===== src/rtl/cpu_defs_pkg.sv =====
// Shared definitions for the CPU pipeline slice: MEM-stage FSM encoding,
// default datapath widths and the word-alignment helper.
package cpu_defs_pkg;

  // Default datapath widths
  localparam int DEF_DATA_W = 32;
  localparam int DEF_REG_W  = 5;

  // Low address bits that must be zero for a word access
  localparam logic [1:0] ALIGN_MASK = 2'b11;

  // MEM-stage states
  typedef enum logic [1:0] {
    ST_IDLE = 2'd0,
    ST_WAIT = 2'd1,
    ST_RESP = 2'd2
  } mem_state_t;

  // True when the byte address is not word aligned
  function automatic logic addr_misaligned(input logic [1:0] addr_lsb);
    return (addr_lsb & ALIGN_MASK) != 2'b00;
  endfunction

endpackage


===== src/rtl/mem_timeout_counter.sv =====
// Wait-cycle counter for the MEM stage. Built only when MEM_TIMEOUT_EN is
// defined. expired is asserted during the TIMEOUT_CYCLES-th enabled cycle
// after a clear, so an unanswered request is held exactly TIMEOUT_CYCLES cycles.
`ifdef MEM_TIMEOUT_EN
module mem_timeout_counter #(
  parameter int TIMEOUT_CYCLES = 16
) (
  input  logic clk,
  input  logic reset,
  input  logic clear,
  input  logic enable,
  output logic expired
);

  localparam int CNT_W = $clog2(TIMEOUT_CYCLES + 1);

  logic [CNT_W-1:0] count_reg;

  // Count enabled cycles since the last clear; stop once expired
  always_ff @(posedge clk or posedge reset) begin
    if (reset) begin
      count_reg <= '0;
    end else if (clear) begin
      count_reg <= '0;
    end else if (enable && !expired) begin
      count_reg <= count_reg + 1'b1;
    end
  end

  assign expired = enable && (count_reg == CNT_W'(TIMEOUT_CYCLES - 1));

endmodule
`endif


===== src/rtl/mem_access_stage.sv =====
// MEM pipeline stage: turns the EX ALU result into a data-memory req/ack
// access (LW/SW) or passes it straight through, and hands a one-cycle
// result to WB. EX is stalled (ex_ready low) whenever the stage is busy.
// Optional feature macro: MEM_TIMEOUT_EN (abandon a request that is not
// acknowledged within TIMEOUT_CYCLES wait cycles and report an error).
module mem_access_stage
  import cpu_defs_pkg::*;
#(
  parameter int DATA_W         = DEF_DATA_W,
  parameter int REG_W          = DEF_REG_W,
  parameter int TIMEOUT_CYCLES = 16
) (
  input  logic              clk,
  input  logic              reset,
  input  logic              flush,
  input  logic              ex_valid,
  output logic              ex_ready,
  input  logic [DATA_W-1:0] ex_alu_result,
  input  logic [DATA_W-1:0] ex_store_data,
  input  logic [REG_W-1:0]  ex_rd,
  input  logic              ex_mem_read,
  input  logic              ex_mem_write,
  input  logic              ex_reg_write,
  output logic              dmem_req,
  output logic              dmem_we,
  output logic [DATA_W-1:0] dmem_addr,
  output logic [DATA_W-1:0] dmem_wdata,
  input  logic              dmem_ack,
  input  logic [DATA_W-1:0] dmem_rdata,
  output logic              wb_valid,
  output logic [DATA_W-1:0] wb_data,
  output logic [REG_W-1:0]  wb_rd,
  output logic              wb_reg_write,
  output logic              wb_error
);

  mem_state_t        state_reg, state_next;

  // Request side: held stable for the whole WAIT phase
  logic [DATA_W-1:0] addr_reg, addr_next;
  logic [DATA_W-1:0] wdata_reg, wdata_next;
  logic              we_reg, we_next;
  logic [REG_W-1:0]  rd_reg, rd_next;
  logic              reg_write_reg, reg_write_next;
  logic              flushed_reg, flushed_next;

  // Response side: holds the last result presented to WB
  logic [DATA_W-1:0] wb_data_reg, wb_data_next;
  logic [REG_W-1:0]  wb_rd_reg, wb_rd_next;
  logic              wb_reg_write_reg, wb_reg_write_next;
  logic              wb_error_reg, wb_error_next;

  logic accept;
  logic is_mem_op;
  logic misaligned;
  logic timeout_hit;

  assign accept     = ex_valid && (state_reg == ST_IDLE) && !flush;
  assign is_mem_op  = ex_mem_read || ex_mem_write;
  assign misaligned = addr_misaligned(ex_alu_result[1:0]);

`ifdef MEM_TIMEOUT_EN
  logic wait_entry;

  // Counter restarts on every entry into WAIT
  assign wait_entry = accept && is_mem_op && !misaligned;

  mem_timeout_counter #(
    .TIMEOUT_CYCLES(TIMEOUT_CYCLES)
  ) u_timeout (
    .clk    (clk),
    .reset  (reset),
    .clear  (wait_entry),
    .enable (state_reg == ST_WAIT),
    .expired(timeout_hit)
  );
`else
  // Without the timeout feature a request waits for its ack indefinitely
  assign timeout_hit = 1'b0;

  // TIMEOUT_CYCLES only shapes timeout builds; referenced here so both
  // builds share one parameter list without an unused-parameter warning
  if (TIMEOUT_CYCLES < 1) begin : g_timeout_param_unused
  end
`endif

  // State and datapath registers; reset abandons any in-flight request
  always_ff @(posedge clk or posedge reset) begin
    if (reset) begin
      state_reg        <= ST_IDLE;
      addr_reg         <= '0;
      wdata_reg        <= '0;
      we_reg           <= 1'b0;
      rd_reg           <= '0;
      reg_write_reg    <= 1'b0;
      flushed_reg      <= 1'b0;
      wb_data_reg      <= '0;
      wb_rd_reg        <= '0;
      wb_reg_write_reg <= 1'b0;
      wb_error_reg     <= 1'b0;
    end else begin
      state_reg        <= state_next;
      addr_reg         <= addr_next;
      wdata_reg        <= wdata_next;
      we_reg           <= we_next;
      rd_reg           <= rd_next;
      reg_write_reg    <= reg_write_next;
      flushed_reg      <= flushed_next;
      wb_data_reg      <= wb_data_next;
      wb_rd_reg        <= wb_rd_next;
      wb_reg_write_reg <= wb_reg_write_next;
      wb_error_reg     <= wb_error_next;
    end
  end

  // Next-state and register-update logic
  always_comb begin
    state_next        = state_reg;
    addr_next         = addr_reg;
    wdata_next        = wdata_reg;
    we_next           = we_reg;
    rd_next           = rd_reg;
    reg_write_next    = reg_write_reg;
    flushed_next      = flushed_reg;
    wb_data_next      = wb_data_reg;
    wb_rd_next        = wb_rd_reg;
    wb_reg_write_next = wb_reg_write_reg;
    wb_error_next     = wb_error_reg;

    case (state_reg)
      ST_IDLE: begin
        if (accept) begin
          if (is_mem_op && !misaligned) begin
            // Aligned load/store: launch the memory request.
            // Read wins when both read and write are flagged.
            state_next     = ST_WAIT;
            addr_next      = ex_alu_result;
            wdata_next     = ex_store_data;
            we_next        = ex_mem_write && !ex_mem_read;
            rd_next        = ex_rd;
            reg_write_next = ex_reg_write;
            flushed_next   = 1'b0;
          end else begin
            // Pass-through op, or a misaligned access reported as an error
            // without touching memory
            state_next        = ST_RESP;
            wb_data_next      = ex_alu_result;
            wb_rd_next        = ex_rd;
            wb_reg_write_next = ex_reg_write && !is_mem_op;
            wb_error_next     = is_mem_op;
          end
        end
      end

      ST_WAIT: begin
        // A flush cannot cancel the bus transfer; remember it so the
        // eventual result is silently dropped
        if (flush) begin
          flushed_next = 1'b1;
        end
        if (dmem_ack) begin
          if (flushed_reg || flush) begin
            state_next = ST_IDLE;
          end else begin
            state_next        = ST_RESP;
            wb_data_next      = we_reg ? addr_reg : dmem_rdata;
            wb_rd_next        = rd_reg;
            wb_reg_write_next = reg_write_reg && !we_reg;
            wb_error_next     = 1'b0;
          end
        end else if (timeout_hit) begin
          if (flushed_reg || flush) begin
            state_next = ST_IDLE;
          end else begin
            state_next        = ST_RESP;
            wb_data_next      = addr_reg;
            wb_rd_next        = rd_reg;
            wb_reg_write_next = 1'b0;
            wb_error_next     = 1'b1;
          end
        end
      end

      ST_RESP: begin
        state_next = ST_IDLE;
      end

      default: begin
        state_next = ST_IDLE;
      end
    endcase
  end

  assign ex_ready     = (state_reg == ST_IDLE);
  assign dmem_req     = (state_reg == ST_WAIT);
  assign dmem_we      = we_reg;
  assign dmem_addr    = addr_reg;
  assign dmem_wdata   = wdata_reg;
  assign wb_valid     = (state_reg == ST_RESP) && !flush;
  assign wb_data      = wb_data_reg;
  assign wb_rd        = wb_rd_reg;
  assign wb_reg_write = wb_reg_write_reg;
  assign wb_error     = wb_error_reg;

endmodule

===== config.mk =====
export PLATFORM = sky130hd
export DESIGN_NAME = mem_access_stage
export DESIGN_NICKNAME = d
export VERILOG_FILES = /design/src/rtl/cpu_defs_pkg.sv /design/src/rtl/mem_timeout_counter.sv /design/src/rtl/mem_access_stage.sv
export SDC_FILE = /design/constraint.sdc
export NUM_CORES = 1
export LEC_CHECK = 0
export ABC_AREA = 1
export CORE_ASPECT_RATIO = 1.2
export CORE_MARGIN = 2
export CORE_UTILIZATION = 47
export DETAILED_ROUTE_END_ITERATION = 6
export GPL_TIMING_DRIVEN = 0
export PLACE_DENSITY = 0.86
export SETUP_SLACK_MARGIN = 0.05
export SYNTH_ARGS = -nofsm -noshare
export SYNTH_HDL_FRONTEND = slang
export SYNTH_SLANG_ARGS = --single-unit
export TNS_END_PERCENT = 50

===== constraint.sdc =====
create_clock -name clk -period 7.3 [get_ports clk]
set_clock_uncertainty 0.2 [all_clocks]
set_input_delay 1.46 -clock clk [delete_from_list [all_inputs] [get_ports clk]]
set_output_delay 1.46 -clock clk [all_outputs]
set_load 0.005 [all_outputs]

After elaboration in Yosys (flattened, before gate mapping)
Index checks and enable logic that the tools add are counted.
{"block": "totals", "reg_bits": 113, "inputBits": 109, "output_inout_bits": 107}
{"block": "classes", "eq_ne": 8, "muxes": 30, "reduce_logical": 21}
{"operator": "32-bit two-way mux", "count": 5}
{"operator": "32-bit case mux with 2 select lines", "count": 1}
{"operator": "5-bit two-way mux", "count": 4}
{"operator": "1-bit two-way mux", "count": 11}
{"operator": "5-bit case mux with 2 select lines", "count": 1}
{"operator": "2-bit two-way mux", "count": 4}
{"operator": "1-bit logical AND", "count": 7}
{"operator": "2-bit by 1-bit inequality test with 1-bit output, second input constant", "count": 3}
{"operator": "2-bit inequality test, second input constant", "count": 3}
{"operator": "1-bit case mux with 2 select lines", "count": 3}
{"operator": "1-bit zero test", "count": 5}
{"operator": "5-bit AND reduction", "count": 1}
{"operator": "2-bit case mux with 2 select lines", "count": 1}
{"operator": "4-bit AND reduction", "count": 1}
{"operator": "2-bit nonzero test", "count": 2}
{"operator": "3-bit AND reduction", "count": 1}
{"operator": "2-bit by 1-bit == test with 1-bit output, second input constant", "count": 1}
{"operator": "2-bit == test, second input constant", "count": 1}
{"operator": "2-bit zero test", "count": 1}
{"operator": "1-bit logical OR", "count": 2}
{"operator": "2-bit AND reduction", "count": 1}

Depth between registers and ports, before layout
{"block": "depth", "depth_word": 6, "depth_mapped": 9, "ltp_nobuf": 8}

Worst setup path before layout
No wires, ideal clock.
{"block": "synth_path", "kind": "input port to output port", "from": "input port flush", "to": "output port wb_valid", "arrival_ns": 1.652, "required_ns": 5.640, "slack_ns": 3.988, "stages": 1, "path_buffers": 0, "path_cell_list": "nor3_1"}
{"block": "synth_between", "elab_chain_len": 2}
{"item": "from (decl)", "line_no": "mem_access_stage.sv:15", "rtl": "input logic flush,"}
{"item": "1-bit zero test", "line_no": "mem_access_stage.sv:199", "rtl": "assign wb_valid = (state_reg == ST_RESP) && !flush;"}
{"item": "1-bit logical AND", "line_no": "mem_access_stage.sv:199"}
{"item": "to (decl)", "line_no": "mem_access_stage.sv:30", "rtl": "output logic wb_valid,"}
No other way between the ends.

Final worst setup path
Same ends and word-level chain as after synthesis.

==> run summary <==
CTS Buffer Depth - 2
Worst VDD drop - 0.0002144 V
Hold Path Class - reg2reg
Commonest non-fill, non-tap cell in the layout - nand2_1
Synth warnings - 0
TritonCTS Buffers - 17
Data arrival, critical path - 2.68 ns
Final total power - 3.375 mW
Tmin final - 4.336 ns
Leak Pwr - 4.316 nW
Clk Latency, worst-skew pair - 0.40 ns
DRC viols - 0
Fin crit share - 0.5940
Gpl congestion - 0.8994
Run status - finished clean
Pwr Density - 405.2 nW/um2
Detail Placement HPWL - 11980 um
Initial Util - 0.4828
CTS root buf - clkbuf_16
First-pass GRT wire length - 26710 um
Post-CTS Setup Bufs - 0
RSZ-0062 raised after global routing - false
Number of fill cells - 797
Setup TNS - 0 ns
Crit. Startpoint - flush
Final #Nets - 1071
Post-Syn Nets - 836
Worst EP required - 5.64 ns
Final Instance Count excl. Fillers - 1129
Num rows - 42
Fraction of layout cells with a size suffix above 1 - 0.07897
Area grow syn2layout - 55.60%
Worst-Margin Slew - 0.6671 ns
Cell mode on critical path - clkdlybuf4s50_1
Die Height - 120.9 um
Clock sinks - 113
IO Pins - 216
Max-cap violations - 0
Area leader, netlist - dfrtp_1
Hold_sp - wb_data[16]
Antenna cell count - 0
Slowest cell on the critical path - clkdlybuf4s50_1
Worst Path Buf+Inv - 2
Worst-path cell chain - clkdlybuf4s50_1 > nor3_1 > clkdlybuf4s50_1
Max incr delay on CP - 0.55 ns
Startpoint Class - input port
Vias per Instance - 4.937
Avg Cell Area, Syn - 7.364 um2
GR Util All Layers - 0.2828
Post-DP Area - 7729 um2
Port bufs - 215
WL/cell - 14.89 um
Synth cell types - 17
Initial antenna violation count - 0
CP Class - in2out
Die W - 101.4 um
Sequential area share after synthesis - 0.5282
Final Hold Vio Count - 0
Wirelength, routed - 16810 um
Die area - 12260 um2
Max Slew Vio Count - 0
Drt pass-1 iters - 5
Post-synthesis register bit count - 113
CTS H-tree depth - 4
Max Fclk - 230.6 MHz
CTS tree - done
Largest net degree at the start of global routing - 64
Synthesized cell area - 5354 um2
Initial DRC count - 329
Core Box Area - 11090 um2
Dpl cells - 1097
Cts hold-fix bufs - 0
Fin area - 8330 um2
Top cell type's share of synthesized area - 0.5282
Finished Core Util - 0.7513
Worst setup EP type - output port
Synth area leaders - dfrtp_1, nand2_1, nand3_1
Mapped Cells - 727
DRT antenna net count - 0
Vias in the first global route - 5443
Critical Path Fanout Max - 4
Resize count post-CTS - 0
Total gr overflow - 0
Most frequent cells in the layout - nand2_1, clkdlybuf4s50_1, dfrtp_1
Reg2reg start - state_reg[0]
Crit path max-delay family - buffers and inverters
Max-slew headroom - 0.5552
Final setup fails - 0
Via count - 5574
Worst-path clk slew - 0.05 ns
==> metrics by stage <==
stage	setup WS (ns)	hold slack (ns)
2_1_floorplan	2.653	0.2424
3_3_place_gp	1.005	0.2529
3_5_place_dp	3.003	0.2581
4_1_cts	2.969	0.2718
5_1_grt	2.939	0.2933
6_report	2.964	0.2651
==> final cells by class <==
| class | count | area (um2) | share of cell area |
|---|---|---|---|
| Inverter | 19 | 73.82 | 0.008862 |
| Sequential cell | 113 | 2828 | 0.3394 |
| Buffer | 42 | 290.3 | 0.03485 |
| Clock inverter | 9 | 103.9 | 0.01247 |
| Tap cell | 154 | 192.7 | 0.02313 |
| Multi-Input combinational cell | 553 | 2165 | 0.2598 |
| Clock buffer | 23 | 498.0 | 0.05978 |
| Timing Repair Buffer | 216 | 2180 | 0.2616 |
==> worst paths after layout <==
kind | to | slack, ns | depth (start not counted)
worst max-delay path | wb_valid | 2.96 | 3
worst min-delay path | wb_data[16] | 0.27 | 2
worst max register to register | rd_reg[0] | 5.46 | 5
worst min register to register | wb_data[16] | 0.27 | 2
max in group asynchronous | wb_data[14] | 4.85 | 3
min in group asynchronous | wb_rd[3] | 1.32 | 2
==> cells in the mapped netlist <==
master	count
a21oi_1	1
buf_2	16
buf_4	12
buf_6	9
clkbuf_1	5
dfrtp_1	113
inv_1	16
inv_2	3
nand2_1	488
nand2_2	1
nand3_1	41
nand4_2	1
nor2_1	7
nor2_2	1
nor2_4	1
nor3_1	1
o21ai_0	11
==> metal layers <==
metal | track usage | routed length [um] | vias up
met1 | 0.3378 | 6629 | 2630
met4 | 0.1470 | 685 | 0
met5 | 0 | 0 | -
met2 | 0.4814 | 8591 | 216
met3 | 0.05184 | 902 | 50
li1 | - | - | 2678
==> where the power goes <==
part	leakage (nW)	total [mW]	internal, mW	switching (mW)
clock	0.295	0.833	0.546	0.287
sequential	1.41	1.11	0.920	0.186
combinational	2.61	1.44	0.768	0.669
==> logic make-up (layout without fill, tap and decap cells) <==
group / after synthesis / count (layout) / synth area share
flops: 113 / 113 / 0.5282
compound gates: 12 / 12 / 0.01122
simple gates: 541 / 541 / 0.3931
buf+inv: 61 / 309 / 0.06754
==> tightest hold or removal path: stages (launching register included) <==
cell and delay, ns:
dfrtp_1 0.34, nand2_1 0.05, nand2_1 0.04
(Power assumes the default switching activity.)
